==> src/rtl/uart_frame_if.sv <==
// Byte stream from the UART receiver into the frame decoder, plus the decoded
// payload and status strobes going back out.
interface uart_frame_if #(
  parameter int unsigned DW = 32
) ();
  logic          uart_rx_done;
  logic [7:0]    uart_rx_data;
  logic [DW-1:0] data_out;
  logic          uart_done;
  logic          frame_err;

  // master: byte source / payload consumer; slave: the frame decoder
  modport master (
    output uart_rx_done, uart_rx_data,
    input  data_out, uart_done, frame_err
  );

  modport slave (
    input  uart_rx_done, uart_rx_data,
    output data_out, uart_done, frame_err
  );
endinterface

==> src/rtl/uart_frame_decoder.sv <==
// Header-hunting UART frame decoder: HDR0 HDR1, NUM_CH x CH_BYTES little-endian payload,
// committed atomically to data_out. Define UART_FRAME_CKSUM_EN to require a trailing sum byte.
module uart_frame_decoder #(
  parameter int unsigned NUM_CH      = 1,
  parameter int unsigned CH_BYTES    = 4,
  parameter logic [7:0]  HDR0        = 8'h4B,
  parameter logic [7:0]  HDR1        = 8'h4C,
  parameter int unsigned TIMEOUT_CYC = 50000
) (
  input logic       clk_50m,
  input logic       rst,
  uart_frame_if.slave bus
);

  localparam int unsigned NB    = NUM_CH * CH_BYTES;
  localparam int unsigned DW    = NB * 8;
  localparam int unsigned IDX_W = (NB > 1) ? $clog2(NB) : 1;
  localparam int unsigned GAP_W = (TIMEOUT_CYC > 0) ? $clog2(TIMEOUT_CYC + 1) : 1;
  localparam logic [IDX_W-1:0] LAST_IDX = IDX_W'(NB - 1);
  localparam logic [GAP_W-1:0] GAP_END  = GAP_W'(TIMEOUT_CYC);

`ifdef UART_FRAME_CKSUM_EN
  typedef enum logic [2:0] {HUNT0, HUNT1, PAYLOAD, CKSUM, COMMIT} state_e;
`else
  typedef enum logic [2:0] {HUNT0, HUNT1, PAYLOAD, COMMIT} state_e;
`endif

  state_e           state_q, state_d;
  logic             done_q;
  logic [IDX_W-1:0] idx_q, idx_d;
  logic [GAP_W-1:0] gap_q, gap_d;
  logic [DW-1:0]    shadow_q, shadow_d;
  logic [DW-1:0]    data_q, data_d;
  logic             uart_done_q, uart_done_d;
  logic             frame_err_q, frame_err_d;
`ifdef UART_FRAME_CKSUM_EN
  logic [7:0]       sum_q, sum_d;
`endif

  logic rx_pos;
  logic timed;
  logic timeout;

  assign rx_pos = bus.uart_rx_done & ~done_q;

  always_comb begin
    timed = (state_q == HUNT1) || (state_q == PAYLOAD);
`ifdef UART_FRAME_CKSUM_EN
    timed = timed || (state_q == CKSUM);
`endif
  end

  // A strobe landing on the terminal count wins over the timeout.
  assign timeout = (TIMEOUT_CYC != 0) && timed && (gap_q == GAP_END) && !rx_pos;

  // NOTE: every always_comb output gets a default first so no path leaves it unassigned (no latches).
  always_comb begin
    state_d     = state_q;
    idx_d       = idx_q;
    shadow_d    = shadow_q;
    data_d      = data_q;
    uart_done_d = 1'b0;
    frame_err_d = 1'b0;
`ifdef UART_FRAME_CKSUM_EN
    sum_d       = sum_q;
`endif

    if (timeout) begin
      state_d     = HUNT0;
      frame_err_d = 1'b1;
    end else begin
      case (state_q)
        HUNT0: begin
          if (rx_pos && bus.uart_rx_data == HDR0) state_d = HUNT1;
        end
        HUNT1: begin
          if (rx_pos) begin
            if (bus.uart_rx_data == HDR1) begin
              idx_d   = '0;
`ifdef UART_FRAME_CKSUM_EN
              sum_d   = 8'h00;
`endif
              state_d = PAYLOAD;
            end else if (bus.uart_rx_data != HDR0) begin
              state_d = HUNT0;
            end
          end
        end
        PAYLOAD: begin
          if (rx_pos) begin
            for (int i = 0; i < int'(NB); i++) begin
              if (idx_q == IDX_W'(i)) shadow_d[i*8 +: 8] = bus.uart_rx_data;
            end
`ifdef UART_FRAME_CKSUM_EN
            sum_d = sum_q + bus.uart_rx_data;
`endif
            if (idx_q == LAST_IDX) begin
              idx_d = '0;
`ifdef UART_FRAME_CKSUM_EN
              state_d = CKSUM;
`else
              state_d = COMMIT;
`endif
            end else begin
              idx_d = idx_q + 1'b1;
            end
          end
        end
`ifdef UART_FRAME_CKSUM_EN
        CKSUM: begin
          if (rx_pos) begin
            if (bus.uart_rx_data == sum_q) begin
              state_d = COMMIT;
            end else begin
              frame_err_d = 1'b1;
              state_d     = HUNT0;
            end
          end
        end
`endif
        COMMIT: begin
          data_d      = shadow_q;
          uart_done_d = 1'b1;
          state_d     = HUNT0;
        end
        default: state_d = HUNT0;
      endcase
    end

    // Gap counter restarts on every byte and on every state change.
    if (TIMEOUT_CYC == 0 || !timed || rx_pos || state_d != state_q) gap_d = '0;
    else                                                           gap_d = gap_q + 1'b1;
  end

  // NOTE: sequential state uses non-blocking assignments so all registers update from pre-edge values.
  always_ff @(posedge clk_50m) begin
    if (rst) begin
      // NOTE: payload registers are plain flops and are cleared on reset along with control state.
      state_q     <= HUNT0;
      done_q      <= 1'b0;
      idx_q       <= '0;
      gap_q       <= '0;
      shadow_q    <= '0;
      data_q      <= '0;
      uart_done_q <= 1'b0;
      frame_err_q <= 1'b0;
`ifdef UART_FRAME_CKSUM_EN
      sum_q       <= 8'h00;
`endif
    end else begin
      state_q     <= state_d;
      done_q      <= bus.uart_rx_done;
      idx_q       <= idx_d;
      gap_q       <= gap_d;
      shadow_q    <= shadow_d;
      data_q      <= data_d;
      uart_done_q <= uart_done_d;
      frame_err_q <= frame_err_d;
`ifdef UART_FRAME_CKSUM_EN
      sum_q       <= sum_d;
`endif
    end
  end

  assign bus.data_out  = data_q;
  assign bus.uart_done = uart_done_q;
  assign bus.frame_err = frame_err_q;

endmodule
==> src/flat_wrapper.sv <==
// flat-port wrapper written by rule: the top's interface ports become plain ports
module uart_frame_decoder_flat 
#(
  parameter int unsigned NUM_CH      = 1,
  parameter int unsigned CH_BYTES    = 4,
  parameter logic [7:0]  HDR0        = 8'h4B,
  parameter logic [7:0]  HDR1        = 8'h4C,
  parameter int unsigned TIMEOUT_CYC = 50000
)
  (clk_50m, rst, bus_uart_rx_done, bus_uart_rx_data, bus_data_out, bus_uart_done, bus_frame_err);
  uart_frame_if bus_i ();
  input logic clk_50m;
  input logic rst;
  input wire logic [$bits(bus_i.uart_rx_done)-1:0] bus_uart_rx_done;
  input wire logic [$bits(bus_i.uart_rx_data)-1:0] bus_uart_rx_data;
  output wire logic [$bits(bus_i.data_out)-1:0] bus_data_out;
  output wire logic [$bits(bus_i.uart_done)-1:0] bus_uart_done;
  output wire logic [$bits(bus_i.frame_err)-1:0] bus_frame_err;
  assign bus_i.uart_rx_done = bus_uart_rx_done;
  assign bus_i.uart_rx_data = bus_uart_rx_data;
  assign bus_data_out = bus_i.data_out;
  assign bus_uart_done = bus_i.uart_done;
  assign bus_frame_err = bus_i.frame_err;
  uart_frame_decoder #(.NUM_CH(NUM_CH), .CH_BYTES(CH_BYTES), .HDR0(HDR0), .HDR1(HDR1), .TIMEOUT_CYC(TIMEOUT_CYC)) u_core (.clk_50m(clk_50m), .rst(rst), .bus(bus_i));
endmodule
==> config.mk <==
export PLATFORM = sky130hd
export DESIGN_NAME = uart_frame_decoder_flat
export DESIGN_NICKNAME = d
export VERILOG_FILES = /design/src/rtl/uart_frame_if.sv /design/src/rtl/uart_frame_decoder.sv /design/src/flat_wrapper.sv
export SDC_FILE = /design/constraint.sdc
export NUM_CORES = 1
export LEC_CHECK = 0
export BUFFER_PORTS_ARGS = -buffer_cell sky130_fd_sc_hd__buf_2
export CELL_PAD_IN_SITES_DETAIL_PLACEMENT = 0
export CELL_PAD_IN_SITES_GLOBAL_PLACEMENT = 1
export CORE_UTILIZATION = 25
export DETAILED_ROUTE_END_ITERATION = 7
export HOLD_SLACK_MARGIN = 0.05
export PLACE_DENSITY_LB_ADDON = 0.1
export SLEW_MARGIN = 20
export SYNTH_ARGS = -nofsm -noshare
export SYNTH_HDL_FRONTEND = slang
export SYNTH_SLANG_ARGS = --single-unit
==> constraint.sdc <==
create_clock -name clk_50m -period 3.37 [get_ports clk_50m]
set_input_delay 0.1685 -clock clk_50m [delete_from_list [all_inputs] [get_ports clk_50m]]
set_output_delay 0.1685 -clock clk_50m [all_outputs]
set_load 0.005 [all_outputs]
Yosys cells after proc, flatten, opt, wreduce, memory -nomap -nowiden. Cells that the tools add are included.

Input bits: 11. Output and inout port bits: 34. Logic and storage cells: 64. Flip-flop bits (word level): 88.

$add $sub $neg: 2. Reduce and logical (&&, ||, !) cells: 19. Mux-type cells: 15. Eq/ne operators: 14. Bitwise operators: 3.

Operators with widths (count): $mux W3 (7); $add A16 B1 Y16 const B (1); $eq A16 B16 Y1 const B (1); $eq A8 B7 Y1 const B (2); $reduce_and A4 Y1 (4); $pmux W3 S3 (1); $mux W2 (4); $ne A8 B7 Y1 const B (1); $eq A3 B2 Y1 const B (2); $reduce_and A5 Y1 (1); $eq A2 B2 Y1 const B (2); $ne A2 B1 Y1 const B (2); $pmux W2 S2 (1); $reduce_or A2 Y1 (2); $eq A3 B1 Y1 const B (1); $logic_and A1 B1 Y1 (3); $logic_not A3 Y1 (1); $logic_or A1 B1 Y1 (3); $ne A3 B3 Y1 (1); $add A2 B1 Y2 const B (1); $eq A2 B1 Y1 const B (1); $logic_not A1 Y1 (2); $logic_not A2 Y1 (1); $mux W1 (2); other kinds (5) (6).

Depth between registers and ports, before layout. Gate-level depths: netlist of run 1.

Depth in word-level cells: 9. Depth in mapped cells: 8. Gate-level depth less buffers: 6.

Worst setup path after synthesis of run 1. No wires, ideal clock.

Path type: register to register. Start: reg u_core.gap_q[0]. End: reg u_core.gap_q[11]. Period minus slack after synthesis: 1.415 ns. Buffers on the path: 2. Required time: 3.308 ns. Setup slack: 1.955 ns. Data arrival time: 1.353 ns. Library setup time: 0.062 ns. Stages on the path, launching flop included: 9. Path through: dfxtp_1 > inv_1 > ha_1 > and4bb_2 > nand4_2 > nand2b_1 > buf_6 > buf_12 > nor2_4.

Longest elaborated chain between the ends: 7. Elaborated cells between the ends (all ways): 8. Classes of those cells: add/sub (1); eq/ne (2); mux (1); reduce/logical (4).

RTL lines: from (decl) (RTL line uart_frame_decoder.sv:31) `logic [GAP_W-1:0] gap_q, gap_d;`; from (signal assigned) (RTL line uart_frame_decoder.sv:154) `gap_q <= gap_d;`; $eq A16 B16 Y1 (RTL line uart_frame_decoder.sv:54) `assign timeout = (TIMEOUT_CYC != 0) && timed && (gap_q == GAP_END) && !rx_pos;`; $logic_and A1 B1 Y1 (2 in a row) (RTL line uart_frame_decoder.sv:54); $mux W3 (RTL line uart_frame_decoder.sv:68) `if (timeout) begin`; $ne A3 B3 Y1 (RTL line uart_frame_decoder.sv:131) `if (TIMEOUT_CYC == 0 || !timed || rx_pos || state_d != state_q) gap_d = '0;`; $logic_or A1 B1 Y1 (RTL line uart_frame_decoder.sv:131); $reduce_or A2 Y1 (no line).

Parallel ways exist; a longest one is shown, timed or not. A chain may end at the register's enable or synchronous reset.

Final worst setup path of run 1.
Start: reg u_core.state_q[1]. End: reg u_core.shadow_q[19].

Longest elaborated chain between the ends: 6. Elaborated cells between the ends (all ways): 7. Classes of those cells: eq/ne (2); bitwise (1); reduce/logical (4).

RTL lines: from (decl) (RTL line uart_frame_decoder.sv:28) `state_e state_q, state_d;`; from (signal assigned) (RTL line uart_frame_decoder.sv:151) `state_q <= state_d;`; $eq A3 B1 Y1 / $eq A3 B2 Y1 (equally long branches) (RTL line uart_frame_decoder.sv:47, uart_frame_decoder.sv:72); $logic_or A1 B1 Y1 (RTL line uart_frame_decoder.sv:47) `timed = (state_q == HUNT1) || (state_q == PAYLOAD);`; $logic_and A1 B1 Y1 (2 in a row) (RTL line uart_frame_decoder.sv:54); $not A1 Y1 (no line); $reduce_and A4 Y1 (no line) (*); to (signal assigned) (RTL line uart_frame_decoder.sv:155) `shadow_q <= shadow_d;`; to (decl) (RTL line uart_frame_decoder.sv:32) `logic [DW-1:0] shadow_q, shadow_d;`.

Mark *: on every way between the ends. The rest lies on a longest branch, timed or not.

==> impl_metrics.csv, run 1 <==
group,metric,value,unit
outcome,outcome,"finished clean",
synth,synth_edf_count,0,
power_and_ir_drop,p_per_area,515,mW/mm2
sta,layout_setup_ws,1.40,ns
sta,tightest_slew,0.991,ns
setup_path,reg2reg_depth,4,
synth,ys_seq_elements,88,
power_and_ir_drop,power.net_switching,448,uW
setup_path,required,3.57,ns
clocking,clockBufferDepth,2,
placement,dp_hpwl,5330,um
setup_path,r2r-end,"u_core.shadow_q[19]$_SDFFE_PP0P_",
setup_path,crit_path_end_kind,"register",
setup_path,reg2reg_from,"u_core.state_q[1]$_SDFF_PP0_",
setup_path,rrSetupSlack,1.40,ns
cells_and_area,antenna_cells,0,
placement,port_buffers,44,
sta,setup_tns,0,ns
cells_and_area,areaGrowthSynthToFinish,19.6,%
detailed_routing,drt-pass1-iter-count,4,
power_and_ir_drop,combPwrFrac,0.022,
sta,slew_headroom,0.338,
power_and_ir_drop,power_leakage,1.74,nW
synth,synth.area.top_cells,"dfxtp_1 49%, mux2i_1 9.0%, nand2_1 7.5%",
clocking,cts_tree,"built",
placement,pre_cts_slack,1.37,ns
sta,drv_slew,0,
cells_and_area,fin_cells,605,
power_and_ir_drop,ir_drop,0.218,mV
detailed_routing,drc,0,
synth,synth_cell_type_count,39,
placement,placedCellCount,589,
detailed_routing,via_count,2602,
floorplanning,rows,43,
global_route,first_global_vias,2528,
synth,async_flop_share,0,
clocking,cts-root-buf,"clkbuf_16",
clocking,cts_resized,0,
sta,finalHoldViolations,0,
global_route,grt_start_max_net_pins,69,
setup_path,startpoint_type,"register",
placement,place_area,0.00392,mm2
sta,finClkSkew,0.00658,ns
clocking,post_cts_buffers,0,
detailed_routing,totalWireLength,8210,um
worst_hold_path,hold_end,"u_core.done_q$_SDFF_PP0_",
clocking,clk_pin_slew,0.06,ns
floorplanning,io_pins,45,
clocking,cts.sinks,88,
global_route,antenna_found_initial,0,
floorplanning,dieArea,0.0147,mm2
cells_and_area,fillers,1502,
detailed_routing,vias_per_cell,4.30,
sta,min_period,1.97,ns
cells_and_area,fin_nets,437,
synth,synth_top_area_cell,"dfxtp_1",
setup_path,worstSetupPathType,"register to register",
global_route,grt_use_total,0.122,
detailed_routing,final_antenna_net_count,0,
floorplanning,start_util,0.256,
global_route,grt.overflow.total,0,
worst_hold_path,holdPathStages,2,
synth,synth_cells,382,
synth,synthTopCellsByCount,"88 x dfxtp_1, 71 x nand2_1, 47 x nor2_1, 34 x a21oi_1, 32 x mux2i_1",
power_and_ir_drop,power,2.19,mW
setup_path,arrival,2.17,ns
placement,gp_congestion,0.742,
detailed_routing,first_iter_violations,145,
synth,yosysWarnings,0,
sta,rsz0062_at_grt,"no",
sta,max_freq,0.509,GHz
floorplanning,die_y,121,um
detailed_routing,wl_per_cell,13.6,um
floorplanning,dieWidth,121,um
synth,netlist_area,0.00356,mm2
power_and_ir_drop,p_clk_frac,0.502,
synth,synth-main-ff-cell,"dfxtp_1",
synth,syn_nets,399,
sta,holdWs,0.0991,ns
clocking,cts_buffers,9,
floorplanning,core,0.0139,mm2
power_and_ir_drop,p_int,1.74,mW
sta,finalSetupViolCount,0,
worst_hold_path,hp-start,"bus_uart_rx_done",
clocking,insertion_delay,0.34,ns
job,max-cap-violations,0,
cells_and_area,final_area,0.00426,mm2
synth,synth.most_common_cell,"dfxtp_1",
synth,syn_avg_cell_area,9.32,um2
synth,ys_seq_area_frac,0.495,
setup_path,crit_fanout,8,
power_and_ir_drop,swShare,0.204,
power_and_ir_drop,p_seq_frac,0.476,
sta,post-route-period-util,0.583,
cells_and_area,drive_gt1_frac,0.193,
synth,synth_top_area_frac,0.495,
worst_hold_path,hold_path_class,"primary input to register",
clocking,htree_levels,3,
clocking,cts_hold_buf,0,
global_route,grt_pass1_wl,13400,um
cells_and_area,utilization,0.307,
## metal layers
metal  vias to the layer above  global-route usage  share of wire
met5                         -                   0              0
met4                         0              0.0648          0.021
met3                        11              0.0258          0.032
met2                        40               0.180           0.44
met1                      1211               0.164           0.50
li1                       1340                   -              -
## state kept, by name (all words and copies together) (netlist names)
signal	flops
u_core.bus.uart_done	1
u_core.gap_q	16
u_core.done_q	1
u_core.bus.data_out	32
u_core.idx_q	2
u_core.bus.frame_err	1
u_core.state_q	3
u_core.shadow_q	32
## layout by cell type (no fill, tap or decap), types with 3 or more instances in the layout
cell type and count:
nand4_1 4, ha_1 6, nor3_1 6, inv_1 8, nor4_1 3, nand2b_1 3
nand3_4 4, nor2_4 9, mux2i_1 32, xnor2_1 10, nor2_1 46, clkbuf_16 9
buf_2 44, dfxtp_1 88, nor2b_1 3, nand2_1 71, o21ai_0 3, a21oi_1 34
xor2_1 5, nand3_1 8
## worst max-delay path by stage
| stage | from | endpoint | slack, ns |
|---|---|---|---|
| after global placement | u_core.state_q[1]$_SDFF_PP0_ | u_core.shadow_q[0]$_SDFFE_PP0P_ | 1.40 |
| after detailed placement | u_core.state_q[1]$_SDFF_PP0_ | u_core.shadow_q[19]$_SDFFE_PP0P_ | 1.37 |
| after global routing | u_core.state_q[1]$_SDFF_PP0_ | u_core.shadow_q[17]$_SDFFE_PP0P_ | 1.21 |
| final | u_core.state_q[1]$_SDFF_PP0_ | u_core.shadow_q[19]$_SDFFE_PP0P_ | 1.40 |
| after CTS | u_core.state_q[1]$_SDFF_PP0_ | u_core.shadow_q[19]$_SDFFE_PP0P_ | 1.36 |
| after floorplan | u_core.gap_q[0]$_SDFF_PP0_ | u_core.gap_q[11]$_SDFF_PP0_ | 1.95 |
## critical path, stage by stage, from the launching register on
cell and delay (ns):
dfxtp_1 0.41, nor2b_1 0.81, nand3_4 0.32, mux2i_1 0.23, nor2_1 0.05
## final cells by class
type / instances / area, um2 / share of cell area
inverter: 8 / 30.0 / 0.00705
clock buffer: 12 / 256 / 0.0603
sequential: 88 / 1760 / 0.414
multi-input combinational: 267 / 1670 / 0.393
tap: 180 / 225 / 0.0529
timing repair buffer: 46 / 235 / 0.0553
clock inverter: 4 / 76.3 / 0.0179
## power groups by stage
stage	combinational, mW	sequential, mW	clock (mW)
after detailed placement	0.0496	1.07	0
after global placement	0.0501	1.07	0
after floorplan	0.0238	1.07	0
after global routing	0.0523	1.04	1.19
after CTS	0.0496	1.04	1.15
final	0.0478	1.04	1.10
## cell families (layout without fill, tap and decap cells)
| kind of cell | count (synthesis) | after routing | share of synthesized area |
|---|---|---|---|
| AOI/OAI and AO/OA | 41 | 41 | 0.0605 |
| xor gates and xnor gates | 15 | 15 | 0.0369 |
| adders and majority gates | 6 | 6 | 0.0211 |
| buffers and inverters | 27 | 70 | 0.0376 |
| DFF | 88 | 88 | 0.495 |
| muxes | 32 | 32 | 0.0900 |
| other | 1 | 1 | 0.00105 |
| and+or+nand+nor | 172 | 172 | 0.258 |
Note: power is estimated with default switching activity, not from simulation.
==> run 2, diff against run 1 <==
==> constraint.sdc (replaced) <==
create_clock -name clk_50m -period 2.1 [get_ports clk_50m]
set_input_delay 0.105 -clock clk_50m [delete_from_list [all_inputs] [get_ports clk_50m]]
set_output_delay 0.105 -clock clk_50m [all_outputs]
set_load 0.005 [all_outputs]
==> run 2 against run 1 <==
  * Non-clock buffer count increased by 4
  * Sequential share of layout area grew 0.085 points
  * Clock power grew 46%
  * Count of clock-buffer cells in the layout shrank 2
  * Critical path depth rose by 2
  * Largest cell class unchanged
  * Highest routed layer unchanged
==> impl_metrics.csv, run 2 (synthesized netlist as in run 1, its figures left out) <==
group,metric,value,unit
setup_path,arrival,1.77,ns
global_route,grt_pass1_wl,13300,um
cells_and_area,fillers,1513,
sta,tightest_slew,0.726,ns
worst_hold_path,holdPathStages,3,
cells_and_area,utilization,0.306,
clocking,htree_levels,3,
placement,gp_congestion,0.715,
setup_path,crit_buf_inv,2,
setup_path,cp_slowest_stage_delay,0.52,ns
detailed_routing,totalWireLength,8260,um
setup_path,required,2.30,ns
clocking,cts_buffers,9,
placement,pre_cts_slack,0.503,ns
clocking,cts_hold_buf,1,
floorplanning,dieArea,0.0147,mm2
detailed_routing,first_iter_violations,109,
setup_path,worstSetupStartpoint,"bus_uart_rx_done",
global_route,grt_start_max_net_pins,69,
cells_and_area,fin_cells,609,
sta,min_period,1.57,ns
cells_and_area,layout.area.seq,0.00176,mm2
clocking,clk_pin_slew,0.07,ns
outcome,outcome,"finished clean",
sta,setup_tns,0,ns
cells_and_area,drive_gt1_frac,0.198,
sta,post-route-period-util,0.749,
sta,finalSetupViolCount,0,
sta,finalHoldViolations,0,
detailed_routing,drt-pass1-iter-count,4,
setup_path,startpoint_type,"primary input",
floorplanning,die_y,121,um
cells_and_area,areaGrowthSynthToFinish,19.3,%
sta,layout_setup_ws,0.527,ns
cells_and_area,antenna_cells,0,
placement,dp_hpwl,5380,um
sta,drv_slew,0,
global_route,grt_use_total,0.123,
cells_and_area,final_common_cell,"dfxtp_1",
setup_path,critical-path-top-delay-family,"simple AND/OR/NAND/NOR gates",
detailed_routing,vias_per_cell,4.26,
power_and_ir_drop,power_leakage,1.74,nW
sta,holdWs,0.111,ns
global_route,first_global_vias,2504,
power_and_ir_drop,ir_drop,0.325,mV
clocking,post_cts_buffers,0,
sta,rsz0062_at_grt,"no",
setup_path,rrSetupSlack,0.55,ns
sta,finClkSkew,0.00773,ns
sta,slew_headroom,0.516,
sta,max_freq,0.636,GHz
floorplanning,io_pins,45,
global_route,grt.overflow.total,0,
setup_path,reg2reg_from,"u_core.state_q[2]$_SDFF_PP0_",
worst_hold_path,hold_path_class,"primary input to register",
clocking,clockBufferDepth,2,
setup_path,worstSetupPathType,"primary input to register",
setup_path,crit_cells,6,
clocking,cts_tree,"built",
global_route,antenna_found_initial,0,
clocking,cts.sinks,88,
placement,port_buffers,44,
clocking,insertion_delay,0.34,ns
setup_path,cp_cell_sequence,"dlygate4sd3_1, buf_2, nor3b_4, nand3_4, mux2i_1, nor2_1",
floorplanning,core,0.0139,mm2
floorplanning,rows,43,
placement,placedCellCount,592,
job,max-cap-violations,0,
power_and_ir_drop,p_per_area,791,mW/mm2
floorplanning,start_util,0.256,
setup_path,crit_fanout,8,
cells_and_area,final_cell_mix,"88 x dfxtp_1, 71 x nand2_1, 46 x nor2_1",
detailed_routing,drc,0,
clocking,cts-root-buf,"clkbuf_16",
setup_path,crit_slowest_cell,"dlygate4sd3_1",
detailed_routing,final_antenna_net_count,0,
setup_path,reg2reg_depth,4,
detailed_routing,wl_per_cell,13.6,um
cells_and_area,fin_nets,441,
detailed_routing,via_count,2596,
cells_and_area,multi_input_area,0.00167,mm2
clocking,cts_resized,0,
worst_hold_path,hp-start,"bus_uart_rx_data[7]",
floorplanning,dieWidth,121,um
setup_path,crit_path_end_kind,"register",
## run 2: stage by stage
stage	total power [mW]	area (um2)
2_1_floorplan	1.75	3560
3_3_place_gp	1.79	3940
3_5_place_dp	1.79	3940
4_1_cts	3.43	4250
5_1_grt	3.49	4250
6_report	3.36	4250
## run 2: report_power, final
part	total (mW)	internal (mW)	switching [mW]
Clock	1.61	0.926	0.679
Sequential	1.68	1.67	0.00459
Combinational	0.0785	0.0199	0.0587
## run 2: final timing paths
kind                                                to
hold / removal        u_core.shadow_q[31]$_SDFFE_PP0P_
setup reg to reg      u_core.shadow_q[24]$_SDFFE_PP0P_
hold reg to reg   u_core.bus.data_out[20]$_SDFFE_PP0P_
setup / recovery      u_core.shadow_q[24]$_SDFFE_PP0P_
## run 2: tightest hold or removal path, delay by kind of cell
kind,cells,cell delay (ns)
buffers and inverters,1,0.16
multiplexers,1,0.09
AND/OR/NAND/NOR,1,0.07
## run 2: area by class of cell
cell class              instances  share of cell area
clock buffers                  10              0.0539
clock inverters                 6              0.0159
inverters                       8             0.00707
multi-input cells             267               0.392
flip-flops and latches         88               0.415
well taps                     180              0.0530
repair buffers                 50              0.0630
## run 2: layer usage
metal / track usage / vias to the layer above / wire length (um)
li1: - / 1350 / -
met1: 0.161 / 1199 / 4170
met3: 0.0273 / 12 / 253
met2: 0.188 / 35 / 3660
met5: 0 / - / 0
met4: 0.0625 / 0 / 171
